$ cat src/rtl/seven_seg_pkg.sv
// Shared constants for the 7-segment read-back path: segment codes (active-low {CG..CA}),
// special BCD values and the capture FSM state encoding.
`timescale 1ns/1ps
package seven_seg_pkg;

    localparam logic [6:0] SEG_0     = 7'b1000000;
    localparam logic [6:0] SEG_1     = 7'b1111001;
    localparam logic [6:0] SEG_2     = 7'b0100100;
    localparam logic [6:0] SEG_3     = 7'b0110000;
    localparam logic [6:0] SEG_4     = 7'b0011001;
    localparam logic [6:0] SEG_5     = 7'b0010010;
    localparam logic [6:0] SEG_6     = 7'b0000010;
    localparam logic [6:0] SEG_7     = 7'b1011000;
    localparam logic [6:0] SEG_8     = 7'b0000000;
    localparam logic [6:0] SEG_9     = 7'b0010000;
    localparam logic [6:0] SEG_BLANK = 7'b1111111;

    localparam logic [3:0] BCD_BLANK = 4'hF;
    localparam logic [3:0] BCD_ERR   = 4'hE;

    typedef enum logic [1:0] {
        IDLE   = 2'd0,
        SETTLE = 2'd1,
        HOLD   = 2'd2
    } capture_state_t;

endpackage

$ cat src/rtl/seg7_to_bcd.sv
// Combinational decoder from an active-low segment pattern back to a BCD nibble;
// blank maps to BCD_BLANK, anything unrecognised to BCD_ERR.
`timescale 1ns/1ps
module seg7_to_bcd
    import seven_seg_pkg::*;
(
    input  logic [6:0] seg,
    output logic [3:0] bcd
);

    always_comb begin
        bcd = BCD_ERR;
        case (seg)
            SEG_0:     bcd = 4'd0;
            SEG_1:     bcd = 4'd1;
            SEG_2:     bcd = 4'd2;
            SEG_3:     bcd = 4'd3;
            SEG_4:     bcd = 4'd4;
            SEG_5:     bcd = 4'd5;
            SEG_6:     bcd = 4'd6;
            SEG_7:     bcd = 4'd7;
            SEG_8:     bcd = 4'd8;
            SEG_9:     bcd = 4'd9;
            SEG_BLANK: bcd = BCD_BLANK;
            default:   bcd = BCD_ERR;
        endcase
    end

endmodule

$ cat src/rtl/seven_seg_capture.sv
// Samples a multiplexed 7-segment bus, waits for each digit to be stable, decodes it
// back to BCD and publishes an 8-digit frame once every anode has been captured.
`timescale 1ns/1ps
module seven_seg_capture
    import seven_seg_pkg::*;
#(
    parameter int STABLE_CYCLES = 4
) (
    input  logic        clk,
    input  logic        rst,
    input  logic [6:0]  seg_in,
    input  logic [7:0]  an_in,
    output logic [31:0] digits,
    output logic        frame_done,
    output logic        frame_err,
    output logic        pattern_err,
    output logic [2:0]  cur_digit
);

    localparam logic [7:0] CNT_LAST = 8'(STABLE_CYCLES - 1);
    localparam logic [7:0] CNT_PRE  = 8'(STABLE_CYCLES - 2);

    logic [6:0]     seg_s1_q, seg_s1_d, seg_s2_q, seg_s2_d, seg_prev_q, seg_prev_d;
    logic [7:0]     an_s1_q, an_s1_d, an_s2_q, an_s2_d, an_prev_q, an_prev_d;
    capture_state_t state_q, state_d;
    logic [7:0]     cnt_q, cnt_d;
    logic [31:0]    shadow_q, shadow_d;
    logic [7:0]     seen_q, seen_d;
    logic [31:0]    digits_q, digits_d;
    logic           frame_done_q, frame_done_d;
    logic           frame_err_q, frame_err_d;
    logic           pattern_err_q, pattern_err_d;
    logic [2:0]     cur_digit_q, cur_digit_d;

    logic [7:0]     an_low;
    logic           anode_valid;
    logic           changed;
    logic           capture;
    logic [2:0]     idx;
    logic [3:0]     nib;
    logic [31:0]    merged;
    logic [7:0]     seen_next;
    logic           merged_err;

    seg7_to_bcd u_dec (
        .seg (seg_s2_q),
        .bcd (nib)
    );

    always_comb begin
        seg_s1_d   = seg_in;
        seg_s2_d   = seg_s1_q;
        seg_prev_d = seg_s2_q;
        an_s1_d    = an_in;
        an_s2_d    = an_s1_q;
        an_prev_d  = an_s2_q;

        // A digit is only meaningful when exactly one anode is pulled low.
        an_low      = ~an_s2_q;
        anode_valid = (an_low != 8'd0) && ((an_low & (an_low - 8'd1)) == 8'd0);
        idx = 3'd0;
        for (int i = 0; i < 8; i++) begin
            if (an_low[i]) idx = 3'(i);
        end
        changed = (seg_s2_q != seg_prev_q) || (an_s2_q != an_prev_q);

        state_d       = state_q;
        cnt_d         = cnt_q;
        capture       = 1'b0;

        case (state_q)
            IDLE: begin
                cnt_d = 8'd0;
                if (anode_valid) state_d = SETTLE;
            end
            SETTLE: begin
                if (!anode_valid) begin
                    state_d = IDLE;
                    cnt_d   = 8'd0;
                end else if (changed) begin
                    cnt_d = 8'd0;
                end else if (cnt_q >= CNT_PRE) begin
                    cnt_d   = CNT_LAST;
                    capture = 1'b1;
                    state_d = HOLD;
                end else begin
                    cnt_d = cnt_q + 8'd1;
                end
            end
            HOLD: begin
                if (changed) begin
                    cnt_d   = 8'd0;
                    state_d = anode_valid ? SETTLE : IDLE;
                end
            end
            default: begin
                state_d = IDLE;
                cnt_d   = 8'd0;
            end
        endcase

        merged = shadow_q;
        merged[{idx, 2'b00} +: 4] = nib;
        seen_next  = seen_q | (8'b1 << idx);
        merged_err = 1'b0;
        for (int i = 0; i < 8; i++) begin
            merged_err = merged_err | (merged[i*4 +: 4] == BCD_ERR);
        end

        shadow_d      = shadow_q;
        seen_d        = seen_q;
        digits_d      = digits_q;
        frame_err_d   = frame_err_q;
        cur_digit_d   = cur_digit_q;
        frame_done_d  = 1'b0;
        pattern_err_d = 1'b0;

        // The completing capture publishes the merged frame; shadow keeps its contents.
        if (capture) begin
            shadow_d      = merged;
            cur_digit_d   = idx;
            pattern_err_d = (nib == BCD_ERR);
            if (seen_next == 8'hFF) begin
                digits_d     = merged;
                frame_err_d  = merged_err;
                frame_done_d = 1'b1;
                seen_d       = 8'd0;
            end else begin
                seen_d = seen_next;
            end
        end
    end

    always_ff @(posedge clk or negedge rst) begin
        if (!rst) begin
            seg_s1_q      <= 7'h7F;
            seg_s2_q      <= 7'h7F;
            seg_prev_q    <= 7'h7F;
            an_s1_q       <= 8'hFF;
            an_s2_q       <= 8'hFF;
            an_prev_q     <= 8'hFF;
            state_q       <= IDLE;
            cnt_q         <= 8'd0;
            shadow_q      <= 32'hFFFF_FFFF;
            seen_q        <= 8'd0;
            digits_q      <= 32'hFFFF_FFFF;
            frame_done_q  <= 1'b0;
            frame_err_q   <= 1'b0;
            pattern_err_q <= 1'b0;
            cur_digit_q   <= 3'd0;
        end else begin
            seg_s1_q      <= seg_s1_d;
            seg_s2_q      <= seg_s2_d;
            seg_prev_q    <= seg_prev_d;
            an_s1_q       <= an_s1_d;
            an_s2_q       <= an_s2_d;
            an_prev_q     <= an_prev_d;
            state_q       <= state_d;
            cnt_q         <= cnt_d;
            shadow_q      <= shadow_d;
            seen_q        <= seen_d;
            digits_q      <= digits_d;
            frame_done_q  <= frame_done_d;
            frame_err_q   <= frame_err_d;
            pattern_err_q <= pattern_err_d;
            cur_digit_q   <= cur_digit_d;
        end
    end

    assign digits      = digits_q;
    assign frame_done  = frame_done_q;
    assign frame_err   = frame_err_q;
    assign pattern_err = pattern_err_q;
    assign cur_digit   = cur_digit_q;

endmodule

$ cat config.mk
export PLATFORM = sky130hd
export DESIGN_NAME = seven_seg_capture
export DESIGN_NICKNAME = d
export VERILOG_FILES = /design/src/rtl/seven_seg_pkg.sv /design/src/rtl/seg7_to_bcd.sv /design/src/rtl/seven_seg_capture.sv
export SDC_FILE = /design/constraint.sdc
export NUM_CORES = 1
export LEC_CHECK = 0
export CAP_MARGIN = 25
export CORE_ASPECT_RATIO = 0.6
export CORE_MARGIN = 1.5
export CORE_UTILIZATION = 58
export DETAILED_ROUTE_END_ITERATION = 10
export PLACE_DENSITY = 0.8
export SYNTH_ARGS = -nofsm -noshare
export SYNTH_HDL_FRONTEND = slang
export SYNTH_SLANG_ARGS = --single-unit
$ cat constraint.sdc
create_clock -name clk -period 4.05 [get_ports clk]
set_input_delay 1.0125 -clock clk [delete_from_list [all_inputs] [get_ports clk]]
set_output_delay 1.0125 -clock clk [all_outputs]
set_load 0.1 [all_outputs]
[Yosys cells after proc, flatten, opt, wreduce, memory -nomap -nowiden]
Cells that the tools add are included.
Storage, ports and cells
  register bits: 133
  output and inout bits: 38
  logic and storage cells: 97
Cells by class
  add/sub/neg operators: 3
  $lt $le $gt $ge: 1
  equal/unequal tests: 28
  shift-type cells: 3
  muxes and demuxes: 29
  bitwise operators: 10
  reductions and logical operators: 8
Operator list (number)
  $pmux 4 s11: 1
  $mux 8: 5
  $eq 4x4->1 const B: 9
  $bwmux 32: 1
  $shift 4x7->32 const A: 1
  $shiftx 4x7->32: 1
  $eq 7x7->1 const B: 4
  $eq 7x5->1 const B: 3
  $pmux 8 s2: 1
  $eq 7x6->1 const B: 2
  $mux 2: 7
  $mux 3: 4
  $mux 1: 9
  $add 8x1->8 const B: 1
  $and 8x8->8: 1
  $eq 8x8->1 const B: 1
  $ge 8x2->1 const B: 1
  $logic_not 8->1: 1
  $ne 8x8->1: 1
  $not 8->8: 1
  $or 8x8->8: 1
  $reduce_bool 8->1: 1
  $shl 1x3->8 const A: 1
  $sub 8x1->8 const B: 1
  15 further kinds: 23

[Depth between registers and ports, before layout]
Gate-level depths: netlist of run 1.
  word-level depth: 19
  gate-level depth with buffers: 13
  mapped depth without buffers: 12

[Modules after synthesis]
From an unflattened synthesis of run 1, not the netlist that was laid out.
Unflattened totals
  cells, all modules: 503
  area total of the unflattened synthesis: 6259.8 sq um
By module, submodules not included
  seven_seg_capture: instances 1, cells each 458, area each 5972.0 sq um, sequential area each 3464.6 sq um
  seg7_to_bcd: instances 1, cells each 45, area each 287.8 sq um, sequential area each 0.0 sq um

[Worst setup path before layout of run 1]
OpenSTA, ideal clock, no wires.
  kind: register -> register
  start point: reg an_s2_q[6] (netlist: an_prev_d[6])
  end point: reg frame_err_q (netlist: frame_err)
  arrival: 3.361 ns
  required time: 3.924 ns
  setup slack: 0.563 ns
  stages on the path, launching flop included: 13
  cells stage by stage: dfstp_2 buf_2 inv_1 o21ai_2 nor2_1 ha_1 ha_1 or3_1 nor4_2 nor2_1 a2111o_1 a211oi_1 a21oi_1
Between the ends
  cells in the longest elaborated chain, start to end: 14
  elaborated cells on any way between the ends: 36
Ends and longest elaborated chain
  start: declaration: RTL line seven_seg_capture.sv:24  | logic [7:0] an_s1_q, an_s1_d, an_s2_q, an_s2_d, an_prev_q, an_prev_d;
  start signal: assignment: RTL line seven_seg_capture.sv:156  | an_s2_q <= an_s2_d;
  $not 8->8: RTL line seven_seg_capture.sv:59  | an_low = ~an_s2_q;
  $mux 3 (2 in a row): RTL line seven_seg_capture.sv:63  | if (an_low[i]) idx = 3'(i);
  $neg 5->7: RTL line seven_seg_capture.sv:103  | merged[{idx, 2'b00} +: 4] = nib;
  $shiftx 4x7->32 / $shift 4x7->32 (equally long branches): RTL line seven_seg_capture.sv:103
  $bwmux 32: RTL line seven_seg_capture.sv:103
  $eq 4x4->1: RTL line seven_seg_capture.sv:107  | merged_err = merged_err | (merged[i*4 +: 4] == BCD_ERR);
  $or 1x1->1 (7 in a row): RTL line seven_seg_capture.sv:107
  end signal: assignment: RTL line seven_seg_capture.sv:164  | frame_err_q <= frame_err_d;
  end: declaration: RTL line seven_seg_capture.sv:31  | logic frame_err_q, frame_err_d;
Several ways; a longest one is shown, not always the timed one.
A chain may end at the register's enable or synchronous reset.

[Worst setup path in the final report of run 1]
  start point: reg an_s2_q[4] (netlist: an_prev_d[4])
  end point: reg frame_err_q (netlist: frame_err)
Between the ends
  cells in the longest elaborated chain, start to end: 16
  elaborated cells on any way between the ends: 38
Ends and longest elaborated chain (RTL line)
  $not 8->8: seven_seg_capture.sv:59
  $mux 3 (4 in a row): seven_seg_capture.sv:63
  $neg 5->7: seven_seg_capture.sv:103
  $shiftx 4x7->32 / $shift 4x7->32 (equally long branches): seven_seg_capture.sv:103
  $bwmux 32: seven_seg_capture.sv:103
  $eq 4x4->1: seven_seg_capture.sv:107
  $or 1x1->1 (7 in a row): seven_seg_capture.sv:107
Several ways; a longest one is shown, not always the timed one.

==> results_tabular.tex, run 1 <==
\begin{tabular}{lr}
\hline
Metric & Value \\
\hline
\multicolumn{2}{l}{\textbf{Critical path}} \\
\quad Reg-to-reg endpoint & frame\_err \\
\quad Startpoint of the lowest-slack register-to-register path & an\_prev\_d[4] \\
\quad Path depth of the worst reg2reg path & 11 \\
\quad Type of the setup path with the least slack & reg2reg \\
\quad Startpoint class of the critical path & flip-flop \\
\quad Data arrival, critical path & 4.06 ns \\
\quad Critical path required time & 4.34 ns \\
\quad CP endpoint kind & flip-flop \\
\quad Highest fanout seen on the critical path & 12 \\
\quad Beginning of the critical path & an\_prev\_d[4] \\
\quad Flop-to-flop setup slack & 0.28 ns \\
\multicolumn{2}{l}{\textbf{Placed design}} \\
\quad Place WS & 0.321 ns \\
\quad RD Place Congestion & 0.857 \\
\quad Number of port buffers & 54 \\
\quad Dpl hpwl & 8860 um \\
\quad DP Cell Count & 667 \\
\quad Placed inst area & 0.00686 mm2 \\
\multicolumn{2}{l}{\textbf{Job}} \\
\quad Max Cap Violations & 0 \\
\multicolumn{2}{l}{\textbf{Worst hold path}} \\
\quad Hold Path Depth & 0 \\
\quad Hold endpoint & seg\_prev\_d[6] \\
\quad Tightest Hold Check Type & reg2reg \\
\quad Startpoint of the tightest hold check path & seg\_s1\_q[6] \\
\multicolumn{2}{l}{\textbf{CTS}} \\
\quad Root Driver & sky130\_fd\_sc\_hd\_\_clkbuf\_16 \\
\quad CTS tree & built \\
\quad Clock transition at the registers of the reported paths & 0.06 ns \\
\quad Insertion delay to the later sink of the worst-skew pair & 0.42 ns \\
\quad Number of clock buffers inserted by TritonCTS & 17 \\
\quad TritonCTS Sinks & 133 \\
\quad H-tree depth & 4 \\
\quad Number of buffers inserted by post-CTS setup repair & 0 \\
\quad CTS Hold Buffers Added & 0 \\
\quad Clock buffer depth & 2 \\
\quad Number of cells upsized or downsized after cts & 0 \\
\multicolumn{2}{l}{\textbf{Drt}} \\
\quad Final Routed Wirelength & 13600 um \\
\quad Count of antenna-violating nets left after detailed routing & 0 \\
\quad Via count & 4168 \\
\quad Wire length on met3 & 1010 um \\
\quad Met2 wirelength from detailed routing & 6260 um \\
\quad Top layer used by detailed routing & met4 \\
\quad Drt wl/cell & 19.4 um \\
\quad Iteration-0 DRC Markers & 388 \\
\quad Wire length on met1 & 6130 um \\
\quad First-pass iteration count of the detailed router & 5 \\
\quad DRC Markers & 0 \\
\quad Via count normalized by instance count & 5.96 \\
\multicolumn{2}{l}{\textbf{Timing}} \\
\quad Maximum clock frequency & 0.266 GHz \\
\quad Post-route fraction of the period consumed by the critical path & 93.0\% \\
\quad Slew margin rel. & 34.2\% \\
\quad Minimum hold slack & 0.354 ns \\
\quad RSZ-0062 raised after global routing & no \\
\quad Final number of hold-violating endpoints & 0 \\
\quad Transition time of the tightest slew-check pin & 0.984 ns \\
\quad Min cycle time layout & 3.77 ns \\
\quad Final count of negative-setup-slack endpoints & 0 \\
\quad Post-route clock skew & 0.00640 ns \\
\quad Max-slew violations & 0 \\
\quad Worst Setup Slack, final & 0.285 ns \\
\quad Total negative setup slack & 0 ns \\
\multicolumn{2}{l}{\textbf{Logic synthesis}} \\
\quad Async set-or-reset flop fraction in the synthesized netlist & 100\% \\
\quad Synthesized instance count & 494 \\
\quad Post-synthesis cell type with the largest combined area & sky130\_fd\_sc\_hd\_\_dfstp\_2 \\
\quad Leading register cell type out of synthesis & sky130\_fd\_sc\_hd\_\_dfstp\_2 \\
\quad Avg Cell Area, Syn & 12.6 um2 \\
\quad Summed instance area of the synthesized netlist & 0.00624 mm2 \\
\quad Total number of yosys warnings & 0 \\
\quad Total nets after synthesis & 519 \\
\quad Count of state elements after synthesis & 133 \\
\quad Sequential fraction of the synthesis area & 55.5\% \\
\quad Leading cell types by total area after synthesis & sky130\_fd\_sc\_hd\_\_dfstp\_2, sky130\_fd\_sc\_hd\_\_mux2\_2, sky130\_fd\_sc\_hd\_\_dfrtp\_1, sky130\_fd\_sc\_hd\_\_xor2\_1, sky130\_fd\_sc\_hd\_\_nor2\_1 \\
\quad Count of flip-flops with a built-in enable after synthesis & 0 \\
\quad Fraction of synthesized cell area taken by the top area cell type & 45.9\% \\
\quad Count of cell types in the netlist & 65 \\
\multicolumn{2}{l}{\textbf{Power and ir drop}} \\
\quad Switching share of total power & 23.1\% \\
\quad Static leakage power & 3.03 nW \\
\quad Proportion of power drawn by combinational gates & 5.0\% \\
\quad Power per standard cell area & 404 mW/mm2 \\
\quad Sequential cell fraction of total power & 46.8\% \\
\quad Peak ir drop on the vdd network & 0.000338 V \\
\quad Internal Power & 2.31 mW \\
\quad Sw Pwr & 0.693 mW \\
\quad Relative contribution of the clock network to total power & 48.2\% \\
\multicolumn{2}{l}{\textbf{Final layout}} \\
\quad Most frequent cells in the layout & sky130\_fd\_sc\_hd\_\_dfstp\_2, sky130\_fd\_sc\_hd\_\_mux2\_2, sky130\_fd\_sc\_hd\_\_clkdlybuf4s50\_1 \\
\quad N\_diodes & 0 \\
\quad Post-route cell area & 0.00743 mm2 \\
\quad Number of fill cells & 754 \\
\quad Share of post-route cells with drive strength above 1 & 45.9\% \\
\quad Area growth from synthesis to final layout & 19.1\% \\
\quad Combined area of the multi-input logic cells & 0.00259 mm2 \\
\quad Register area & 0.00346 mm2 \\
\quad NumNets Final & 572 \\
\quad Most common library cell in the layout ignoring fill and taps & sky130\_fd\_sc\_hd\_\_dfstp\_2 \\
\quad Filler-free cell count of the finished design & 699 \\
\multicolumn{2}{l}{\textbf{Floorplanning}} \\
\quad Initial cell density of the core & 59.3\% \\
\quad Area of the core & 0.0105 mm2 \\
\quad Height of the die & 83.3 um \\
\quad Row count & 29 \\
\quad Top-Level Pins & 55 \\
\quad DIE AREA & 0.0114 mm2 \\
\quad Die width & 137 um \\
\multicolumn{2}{l}{\textbf{Global routing}} \\
\quad Number of global-route vias before repair & 4184 \\
\quad Initial antenna violation count & 0 \\
\quad Wire length of the first global-routing pass & 22300 um \\
\quad Total global routing track utilization & 26.2\% \\
\quad Maximum number of pins on one net before global-route repair & 81 \\
\quad Grt total ovfl & 0 \\
\multicolumn{2}{l}{\textbf{Run status}} \\
\quad Status & finished clean \\
\hline
\end{tabular}
[worst max-delay path by stage]
stage / end / slack [ns] / cells after the start
after CTS: frame_err / 0.23 / 12
final: frame_err / 0.28 / 11
after floorplan: frame_err / 0.56 / 12
after global routing: frame_err / 0.02 / 12
after global placement: frame_err / 0.52 / 12
after detailed placement: frame_err / 0.32 / 12
[metrics by stage]
stage | power (mW) | utilization [%]
after floorplan | 1.50 | -
after global routing | 3.11 | 70.6
final | 3.00 | 70.6
after detailed placement | 1.57 | 65.2
after global placement | 1.56 | 65.2
after CTS | 3.02 | 70.6
[cells in the mapped netlist (2+ instances only)]
cell,instances
sky130_fd_sc_hd__dfstp_2,109
sky130_fd_sc_hd__mux2_2,88
sky130_fd_sc_hd__nor2_1,32
sky130_fd_sc_hd__nand2_1,25
sky130_fd_sc_hd__dfrtp_1,24
sky130_fd_sc_hd__a21oi_1,16
sky130_fd_sc_hd__xor2_1,15
sky130_fd_sc_hd__clkbuf_1,14
sky130_fd_sc_hd__o21ai_0,14
sky130_fd_sc_hd__a31oi_1,13
sky130_fd_sc_hd__ha_1,8
sky130_fd_sc_hd__nand3_1,7
sky130_fd_sc_hd__nand4b_1,7
sky130_fd_sc_hd__nor2b_1,7
sky130_fd_sc_hd__nor3_1,7
sky130_fd_sc_hd__buf_6,6
sky130_fd_sc_hd__inv_1,6
sky130_fd_sc_hd__nand4_1,6
sky130_fd_sc_hd__nand2b_1,5
sky130_fd_sc_hd__nor2_2,5
sky130_fd_sc_hd__xnor2_1,5
sky130_fd_sc_hd__buf_2,4
sky130_fd_sc_hd__nor4_1,4
sky130_fd_sc_hd__o211ai_1,4
sky130_fd_sc_hd__or3_1,4
sky130_fd_sc_hd__and3_1,3
sky130_fd_sc_hd__and3b_1,3
sky130_fd_sc_hd__and4_1,3
sky130_fd_sc_hd__or4_1,3
sky130_fd_sc_hd__a211oi_1,2
sky130_fd_sc_hd__a21o_1,2
sky130_fd_sc_hd__buf_4,2
sky130_fd_sc_hd__mux2_1,2
sky130_fd_sc_hd__nand3b_1,2
sky130_fd_sc_hd__nor3b_1,2
sky130_fd_sc_hd__nor4_2,2
sky130_fd_sc_hd__nor4b_1,2
sky130_fd_sc_hd__o21bai_1,2
sky130_fd_sc_hd__o22ai_1,2
sky130_fd_sc_hd__or3b_2,2
[area by class of cell]
| type | instances | share of cell area (%) |
|---|---|---|
| Sequential cell | 133 | 46.6 |
| Clock inverter | 12 | 1.40 |
| Tap cell | 139 | 2.34 |
| Multi-Input combinational cell | 328 | 34.9 |
| Clock buffer | 20 | 6.15 |
| Inverter | 7 | 0.387 |
| Timing Repair Buffer | 60 | 8.18 |
[power by group through the flow]
stage / Sequential (mW) / Combinational [mW] / Clock (mW)
2_1_floorplan: 1.40 / 0.0983 / 0
4_1_cts: 1.40 / 0.151 / 1.46
3_5_place_dp: 1.42 / 0.149 / 0
6_report: 1.40 / 0.151 / 1.45
5_1_grt: 1.41 / 0.166 / 1.54
3_3_place_gp: 1.42 / 0.144 / 0
[sequential cells by signal (all words and copies together) (netlist names), 8 cells and up]
signal / count
an_prev_d: 8
an_prev_q: 8
an_s1_q: 8
cnt_q: 8
digits: 32
seen_q: 8
shadow_q: 32
[cell families after synthesis]
logic type	after synthesis	share of synthesized area (%)
mux	90	16.2
flops	133	55.5
simple gates	141	13.6
fa+ha+maj	8	1.60
compound gates	69	7.22
buf+inv	33	2.95
xor+xnor	20	2.81
[critical path, cell delays in order, from the launching register on]
cell	delay (ns)
sky130_fd_sc_hd__dfstp_2	0.63
sky130_fd_sc_hd__nand2_1	0.11
sky130_fd_sc_hd__a21oi_2	0.46
sky130_fd_sc_hd__nor2_1	0.21
sky130_fd_sc_hd__ha_1	0.29
sky130_fd_sc_hd__ha_1	0.34
sky130_fd_sc_hd__or4_4	0.58
sky130_fd_sc_hd__nor3_4	0.31
sky130_fd_sc_hd__o2bb2ai_1	0.14
sky130_fd_sc_hd__a2111o_1	0.29
sky130_fd_sc_hd__a211oi_1	0.19
sky130_fd_sc_hd__a21oi_1	0.10
[routing by layer]
layer | vias up | global-route usage [%]
met5 | - | 0
met4 | 0 | 8.80
met3 | 26 | 9.34
met2 | 157 | 38.4
met1 | 2085 | 36.4
li1 | 1900 | -
Power figures use the tool's default switching activity.
==> run 2: changes to the inputs <==
Settings changed: CORE_ASPECT_RATIO 0.6 to 1.75.
==> results_tabular.tex, run 2 (same netlist as run 1, synthesis figures left out) <==
\begin{tabular}{lr}
\hline
Metric & Value \\
\hline
\multicolumn{2}{l}{\textbf{Global routing}} \\
\quad Initial antenna violation count & 0 (unchanged) \\
\quad Total global routing track utilization & 24.6\% (-1.6 points) \\
\quad Maximum number of pins on one net before global-route repair & 88 (+8.6\%) \\
\quad Number of global-route vias before repair & 4407 (+5.3\%) \\
\quad Grt total ovfl & 0 (unchanged) \\
\quad Wire length of the first global-routing pass & 21300 um (-4.7\%) \\
\multicolumn{2}{l}{\textbf{Critical path}} \\
\quad Highest fanout seen on the critical path & 11 (-1) \\
\quad Path depth of the worst reg2reg path & 11 (unchanged) \\
\quad CP endpoint kind & flip-flop \\
\quad Critical path required time & 4.34 ns (about the same) \\
\quad Startpoint class of the critical path & flip-flop \\
\quad Data arrival, critical path & 4.11 ns (+0.05 ns) \\
\quad Type of the setup path with the least slack & reg2reg \\
\multicolumn{2}{l}{\textbf{CTS}} \\
\quad Root Driver & sky130\_fd\_sc\_hd\_\_clkbuf\_16 \\
\quad Clock buffer depth & 2 (unchanged) \\
\quad Number of clock buffers inserted by TritonCTS & 17 (unchanged) \\
\quad H-tree depth & 4 (unchanged) \\
\quad Clock transition at the registers of the reported paths & 0.06 ns (about the same) \\
\quad CTS tree & built \\
\quad Insertion delay to the later sink of the worst-skew pair & 0.42 ns (about the same) \\
\quad TritonCTS Sinks & 133 (unchanged) \\
\multicolumn{2}{l}{\textbf{Placed design}} \\
\quad Dpl hpwl & 8710 um (-1.6\%) \\
\quad Number of port buffers & 54 (unchanged) \\
\quad DP Cell Count & 654 (-1.9\%) \\
\quad RD Place Congestion & 0.857 (about the same) \\
\multicolumn{2}{l}{\textbf{Timing}} \\
\quad Maximum clock frequency & 0.262 GHz (-1.4\%) \\
\quad Final count of negative-setup-slack endpoints & 0 (unchanged) \\
\quad Max-slew violations & 0 (unchanged) \\
\quad Min cycle time layout & 3.82 ns (+0.0532 ns) \\
\quad Slew margin rel. & 34.6\% (+0.39 points) \\
\quad Transition time of the tightest slew-check pin & 0.978 ns (-0.00587 ns) \\
\quad Final number of hold-violating endpoints & 0 (unchanged) \\
\quad Total negative setup slack & 0 ns (unchanged) \\
\quad Post-route fraction of the period consumed by the critical path & 94.3\% (+1.3 points) \\
\quad Post-route clock skew & 0.00846 ns (+0.00206 ns) \\
\multicolumn{2}{l}{\textbf{Power and ir drop}} \\
\quad Power per standard cell area & 418 mW/mm2 (+3.4\%) \\
\quad Peak ir drop on the vdd network & 0.000309 V (-8.8\%) \\
\quad Static leakage power & 3.05 nW (+0.62\%) \\
\quad Power Total & 3.11 mW (+3.7\%) \\
\multicolumn{2}{l}{\textbf{Final layout}} \\
\quad Most common library cell in the layout ignoring fill and taps & sky130\_fd\_sc\_hd\_\_dfstp\_2 \\
\quad Share of post-route cells with drive strength above 1 & 45.8\% (-0.097 points) \\
\quad Area growth from synthesis to final layout & 19.5\% \\
\quad Filler-free cell count of the finished design & 686 (-1.9\%) \\
\quad Most frequent cells in the layout & sky130\_fd\_sc\_hd\_\_dfstp\_2, sky130\_fd\_sc\_hd\_\_mux2\_2, sky130\_fd\_sc\_hd\_\_clkdlybuf4s50\_1 \\
\quad N\_diodes & 0 (unchanged) \\
\quad NumNets Final & 571 (-0.17\%) \\
\quad Number of fill cells & 729 (-3.3\%) \\
\quad Utilization of the core after routing & 71.9\% (+1.3 points) \\
\quad Combined area of the multi-input logic cells & 0.00259 mm2 (unchanged) \\
\quad Register area & 0.00346 mm2 (unchanged) \\
\multicolumn{2}{l}{\textbf{Worst hold path}} \\
\quad Tightest Hold Check Type & reg2reg \\
\quad Hold Path Depth & 0 (unchanged) \\
\multicolumn{2}{l}{\textbf{Run status}} \\
\quad Status & finished clean \\
\multicolumn{2}{l}{\textbf{Drt}} \\
\quad Final Routed Wirelength & 12900 um (-5.2\%) \\
\quad Count of antenna-violating nets left after detailed routing & 0 (unchanged) \\
\quad Drt wl/cell & 18.8 um (-3.4\%) \\
\quad DRC Markers & 0 (unchanged) \\
\quad Via count & 4107 (-1.5\%) \\
\quad Iteration-0 DRC Markers & 236 (-39\%) \\
\quad Via count normalized by instance count & 5.99 (+0.40\%) \\
\quad First-pass iteration count of the detailed router & 4 (-1) \\
\multicolumn{2}{l}{\textbf{Floorplanning}} \\
\quad Top-Level Pins & 55 (unchanged) \\
\quad Area of the core & 0.0104 mm2 (-1.5\%) \\
\quad Initial cell density of the core & 60.2\% (+0.92 points) \\
\quad Row count & 49 (+69\%) \\
\quad Die width & 81.4 um (-41\%) \\
\quad DIE AREA & 0.0114 mm2 (about the same) \\
\quad Height of the die & 140 um (+68\%) \\
\multicolumn{2}{l}{\textbf{Job}} \\
\quad Max Cap Violations & 0 (unchanged) \\
\hline
\end{tabular}
==> run 2: critical path, cell delays in order, from the launching register on <==
cell,delay (ns)
sky130_fd_sc_hd__dfstp_2,0.63
sky130_fd_sc_hd__inv_1,0.11
sky130_fd_sc_hd__o21ai_2,0.47
sky130_fd_sc_hd__nor2_1,0.20
sky130_fd_sc_hd__ha_1,0.27
sky130_fd_sc_hd__ha_1,0.35
sky130_fd_sc_hd__or4_4,0.57
sky130_fd_sc_hd__nor3_4,0.35
sky130_fd_sc_hd__o2bb2ai_1,0.14
sky130_fd_sc_hd__a2111o_1,0.30
sky130_fd_sc_hd__a211oi_1,0.19
sky130_fd_sc_hd__a21oi_1,0.11
==> run 2: layer usage <==
metal,vias up,routed length (um),GRT usage (%)
li1,1887,-,-
met1,2088,5030,27.4
met2,104,7080,43.6
met3,28,447,6.19
met4,0,315,9.17
met5,-,0,0
==> run 2: path summary, 6_finish.rpt <==
| kind | slack (ns) | start | to |
|---|---|---|---|
| setup reg to reg | 0.23 | an_prev_d[6] | frame_err |
| min in group asynchronous | 0.95 | rst | an_s1_q[7] |
| hold / removal | 0.35 | seg_s1_q[5] | seg_prev_d[5] |
| max in group asynchronous | 2.57 | rst | an_s1_q[2] |
| setup / recovery | 0.23 | an_prev_d[6] | frame_err |
| hold reg to reg | 0.35 | seg_s1_q[5] | seg_prev_d[5] |
==> run 2: area by class of cell <==
cell class | instances | area share (%)
flip-flops and latches | 133 | 46.5
clock inverters | 14 | 2.33
multi-input cells | 328 | 34.8
inverters | 7 | 0.386
clock buffers | 18 | 5.76
well taps | 127 | 2.13
repair buffers | 59 | 8.06
==> run 2: power by group <==
group,switching (mW),internal (mW),total [mW]
Combinational,0.0874,0.0600,0.147
Clock,0.586,0.974,1.56
Sequential,0.0293,1.38,1.40
Total,0.703,2.41,3.11
==> run 2: through the flow <==
stage / cell area (um2) / setup WS, ns / hold slack (ns)
2_1_floorplan: 6240 / 0.563 / 0.345
3_3_place_gp: 6840 / 0.546 / 0.346
3_5_place_dp: 6840 / 0.353 / 0.347
4_1_cts: 7440 / 0.313 / 0.356
5_1_grt: 7450 / -0.0125 / 0.357
6_report: 7450 / 0.232 / 0.355
==> run 2: what timing repair did <==
item | 4_1_cts | 5_1_grt
hold buffers | 0 | 0
buffers inserted | 0 | 0
endpoints found under the setup margin | 0 | 1
gates resized for setup | 0 | 1
==> run 3: changes to the inputs <==
Clock period 4.05 ns to 3.6 ns, I/O delays scaled along.
==> results_tabular.tex, run 3 (same netlist as run 1, synthesis figures left out) <==
\begin{tabular}{lr}
\hline
Metric & Value \\
\hline
\multicolumn{2}{l}{\textbf{Final layout}} \\
\quad NumNets Final & 576 (+0.88\%) \\
\quad Utilization of the core after routing & 70.9\% (-0.98 points) \\
\quad Most common library cell in the layout ignoring fill and taps & sky130\_fd\_sc\_hd\_\_dfstp\_2 \\
\quad Number of fill cells & 731 (+0.27\%) \\
\quad Filler-free cell count of the finished design & 691 (+0.73\%) \\
\quad Area growth from synthesis to final layout & 17.8\% \\
\quad Share of post-route cells with drive strength above 1 & 52.5\% (+6.7 points) \\
\quad N\_diodes & 0 (unchanged) \\
\quad Most frequent cells in the layout & sky130\_fd\_sc\_hd\_\_dfstp\_2, sky130\_fd\_sc\_hd\_\_mux2\_2, sky130\_fd\_sc\_hd\_\_buf\_4 \\
\multicolumn{2}{l}{\textbf{Timing}} \\
\quad Total negative setup slack & 0 ns (unchanged) \\
\quad RSZ-0062 raised after global routing & no \\
\quad Final number of hold-violating endpoints & 0 (unchanged) \\
\quad Final count of negative-setup-slack endpoints & 0 (unchanged) \\
\quad Post-route fraction of the period consumed by the critical path & 93.7\% (-0.62 points) \\
\quad Slew margin rel. & 35.6\% (+1.0 points) \\
\quad Post-route clock skew & 0.00803 ns (-0.000434 ns) \\
\quad Max-slew violations & 0 (unchanged) \\
\quad Min cycle time layout & 3.37 ns (-0.446 ns) \\
\quad Transition time of the tightest slew-check pin & 0.963 ns (-0.0156 ns) \\
\quad Maximum clock frequency & 0.297 GHz (+13\%) \\
\multicolumn{2}{l}{\textbf{Critical path}} \\
\quad Cell class contributing the biggest share of worst-path delay & compound AO/OA/AOI/OAI gates \\
\quad Data arrival, critical path & 3.66 ns (-0.45 ns) \\
\quad Critical path required time & 3.88 ns (-0.46 ns) \\
\quad Ordered cell list for the critical path & nand2\_1 -> a31oi\_1 -> ha\_1 -> ha\_1 -> or4\_4 -> nor3\_4 -> o2bb2ai\_1 -> a2111o\_1 -> a211oi\_1 -> a21oi\_1 \\
\quad Count of buffering cells on the critical path with inverters included & 0 (-1) \\
\quad Startpoint class of the critical path & flip-flop \\
\quad Highest fanout seen on the critical path & 8 (-3) \\
\quad CP endpoint kind & flip-flop \\
\quad Critical Path Max Stage Delay & 0.61 ns (-0.02 ns) \\
\quad Library cell contributing the largest single delay on the critical path & sky130\_fd\_sc\_hd\_\_dfstp\_2 \\
\quad Top cell by count, worst path & sky130\_fd\_sc\_hd\_\_ha\_1 \\
\quad Type of the setup path with the least slack & reg2reg \\
\multicolumn{2}{l}{\textbf{Global routing}} \\
\quad Grt total ovfl & 0 (unchanged) \\
\quad Initial antenna violation count & 0 (unchanged) \\
\quad Total global routing track utilization & 24.2\% (-0.36 points) \\
\quad Number of global-route vias before repair & 4371 (-0.82\%) \\
\quad Wire length of the first global-routing pass & 20900 um (-1.6\%) \\
\quad Maximum number of pins on one net before global-route repair & 61 (-31\%) \\
\multicolumn{2}{l}{\textbf{CTS}} \\
\quad H-tree depth & 4 (unchanged) \\
\quad CTS tree & built \\
\quad Clock buffer depth & 2 (unchanged) \\
\quad TritonCTS Sinks & 133 (unchanged) \\
\quad CTS Hold Buffers Added & 0 (unchanged) \\
\quad Number of clock buffers inserted by TritonCTS & 17 (unchanged) \\
\quad Number of buffers inserted by post-CTS setup repair & 0 (unchanged) \\
\quad Insertion delay to the later sink of the worst-skew pair & 0.41 ns (about the same) \\
\quad Number of cells upsized or downsized after cts & 0 (unchanged) \\
\quad Root Driver & sky130\_fd\_sc\_hd\_\_clkbuf\_16 \\
\quad Clock transition at the registers of the reported paths & 0.05 ns (about the same) \\
\multicolumn{2}{l}{\textbf{Drt}} \\
\quad Iteration-0 DRC Markers & 215 (-8.9\%) \\
\quad Via count normalized by instance count & 5.91 (-1.3\%) \\
\quad DRC Markers & 0 (unchanged) \\
\quad First-pass iteration count of the detailed router & 5 (+1) \\
\quad Drt wl/cell & 18.3 um (-2.6\%) \\
\quad Final Routed Wirelength & 12600 um (-1.9\%) \\
\quad Count of antenna-violating nets left after detailed routing & 0 (unchanged) \\
\quad Via count & 4083 (-0.58\%) \\
\multicolumn{2}{l}{\textbf{Run status}} \\
\quad Status & finished clean \\
\multicolumn{2}{l}{\textbf{Power and ir drop}} \\
\quad Static leakage power & 3.14 nW (+3.0\%) \\
\quad Power Total & 3.37 mW (+8.3\%) \\
\quad Internal Power & 2.64 mW (+9.5\%) \\
\quad Switching share of total power & 21.7\% (-0.83 points) \\
\quad Sw Pwr & 0.733 mW (+4.3\%) \\
\quad Sequential cell fraction of total power & 46.9\% (+1.8 points) \\
\quad Relative contribution of the clock network to total power & 48.1\% (-2.0 points) \\
\quad Power per standard cell area & 459 mW/mm2 (+9.8\%) \\
\quad Proportion of power drawn by combinational gates & 5.0\% (+0.3 points) \\
\quad Peak ir drop on the vdd network & 0.000357 V (+16\%) \\
\multicolumn{2}{l}{\textbf{Job}} \\
\quad Max Cap Violations & 0 (unchanged) \\
\multicolumn{2}{l}{\textbf{Floorplanning}} \\
\quad Die width & 81.4 um (unchanged) \\
\quad Top-Level Pins & 55 (unchanged) \\
\quad Area of the core & 0.0104 mm2 (unchanged) \\
\quad Height of the die & 140 um (unchanged) \\
\quad DIE AREA & 0.0114 mm2 (unchanged) \\
\quad Row count & 49 (unchanged) \\
\quad Initial cell density of the core & 60.2\% (unchanged) \\
\multicolumn{2}{l}{\textbf{Placed design}} \\
\quad Dpl hpwl & 8690 um (-0.24\%) \\
\quad RD Place Congestion & 0.863 (+0.72\%) \\
\quad DP Cell Count & 659 (+0.76\%) \\
\quad Number of port buffers & 54 (unchanged) \\
\multicolumn{2}{l}{\textbf{Worst hold path}} \\
\quad Tightest Hold Check Type & reg2reg \\
\hline
\end{tabular}
[run 3: cell count changes in the layout (fill, tap and decap cells not counted), sizes merged]
cell / previous run / this run
clkinv: 4 / 6
buf: 6 / 48
clkbuf: 18 / 23
clkinvlp: 2 / 1
clkdlybuf4s50: 53 / 16
bufinv: 3 / 1
inv: 12 / 8
[run 3: layout make-up]
class	instances	area, um2	area share [%]
well taps	127	159	2.16
clock buffers	23	489	6.66
inverters	7	28.8	0.392
multi-input cells	328	2590	35.2
clock inverters	9	73.8	1.00
flip-flops and latches	133	3460	47.1
repair buffers	64	546	7.42
[run 3: worst paths after layout]
path / from / end / slack (ns) / cells after the start
worst max-delay path: an_prev_d[3] / frame_err / 0.23 / 10
worst min register to register: seg_s1_q[2] / seg_prev_d[2] / 0.35 / 0
min in group asynchronous: rst / seg_prev_d[6] / 0.84 / 1
worst max register to register: an_prev_d[3] / frame_err / 0.23 / 10
max in group asynchronous: rst / shadow_q[4] / 2.28 / 2
worst min-delay path: seg_s1_q[2] / seg_prev_d[2] / 0.35 / 0
[run 3: per-stage QoR]
step	instance area, um2	setup slack, ns	hold slack (ns)
2_1_floorplan	6240	0.113	0.345
3_3_place_gp	6790	0.368	0.345
3_5_place_dp	6790	0.267	0.347
4_1_cts	7350	0.233	0.356
5_1_grt	7350	0.0506	0.354
6_report	7350	0.228	0.354
[run 3: power groups by stage]
stage	Clock (mW)	Sequential, mW	Combinational (mW)
2_1_floorplan	0	1.58	0.111
3_3_place_gp	0	1.60	0.166
3_5_place_dp	0	1.60	0.170
4_1_cts	1.64	1.58	0.171
5_1_grt	1.71	1.58	0.187
6_report	1.62	1.58	0.169
[run 3: routing by layer]
metal,vias to the layer above,track usage [%],routed length [um],share of wire (%)
met3,21,5.28,392,3.1
met5,-,0,0,0
met1,2076,27.3,4870,39
met4,0,10.4,296,2.3
li1,1896,-,-,-
met2,90,42.6,7070,56
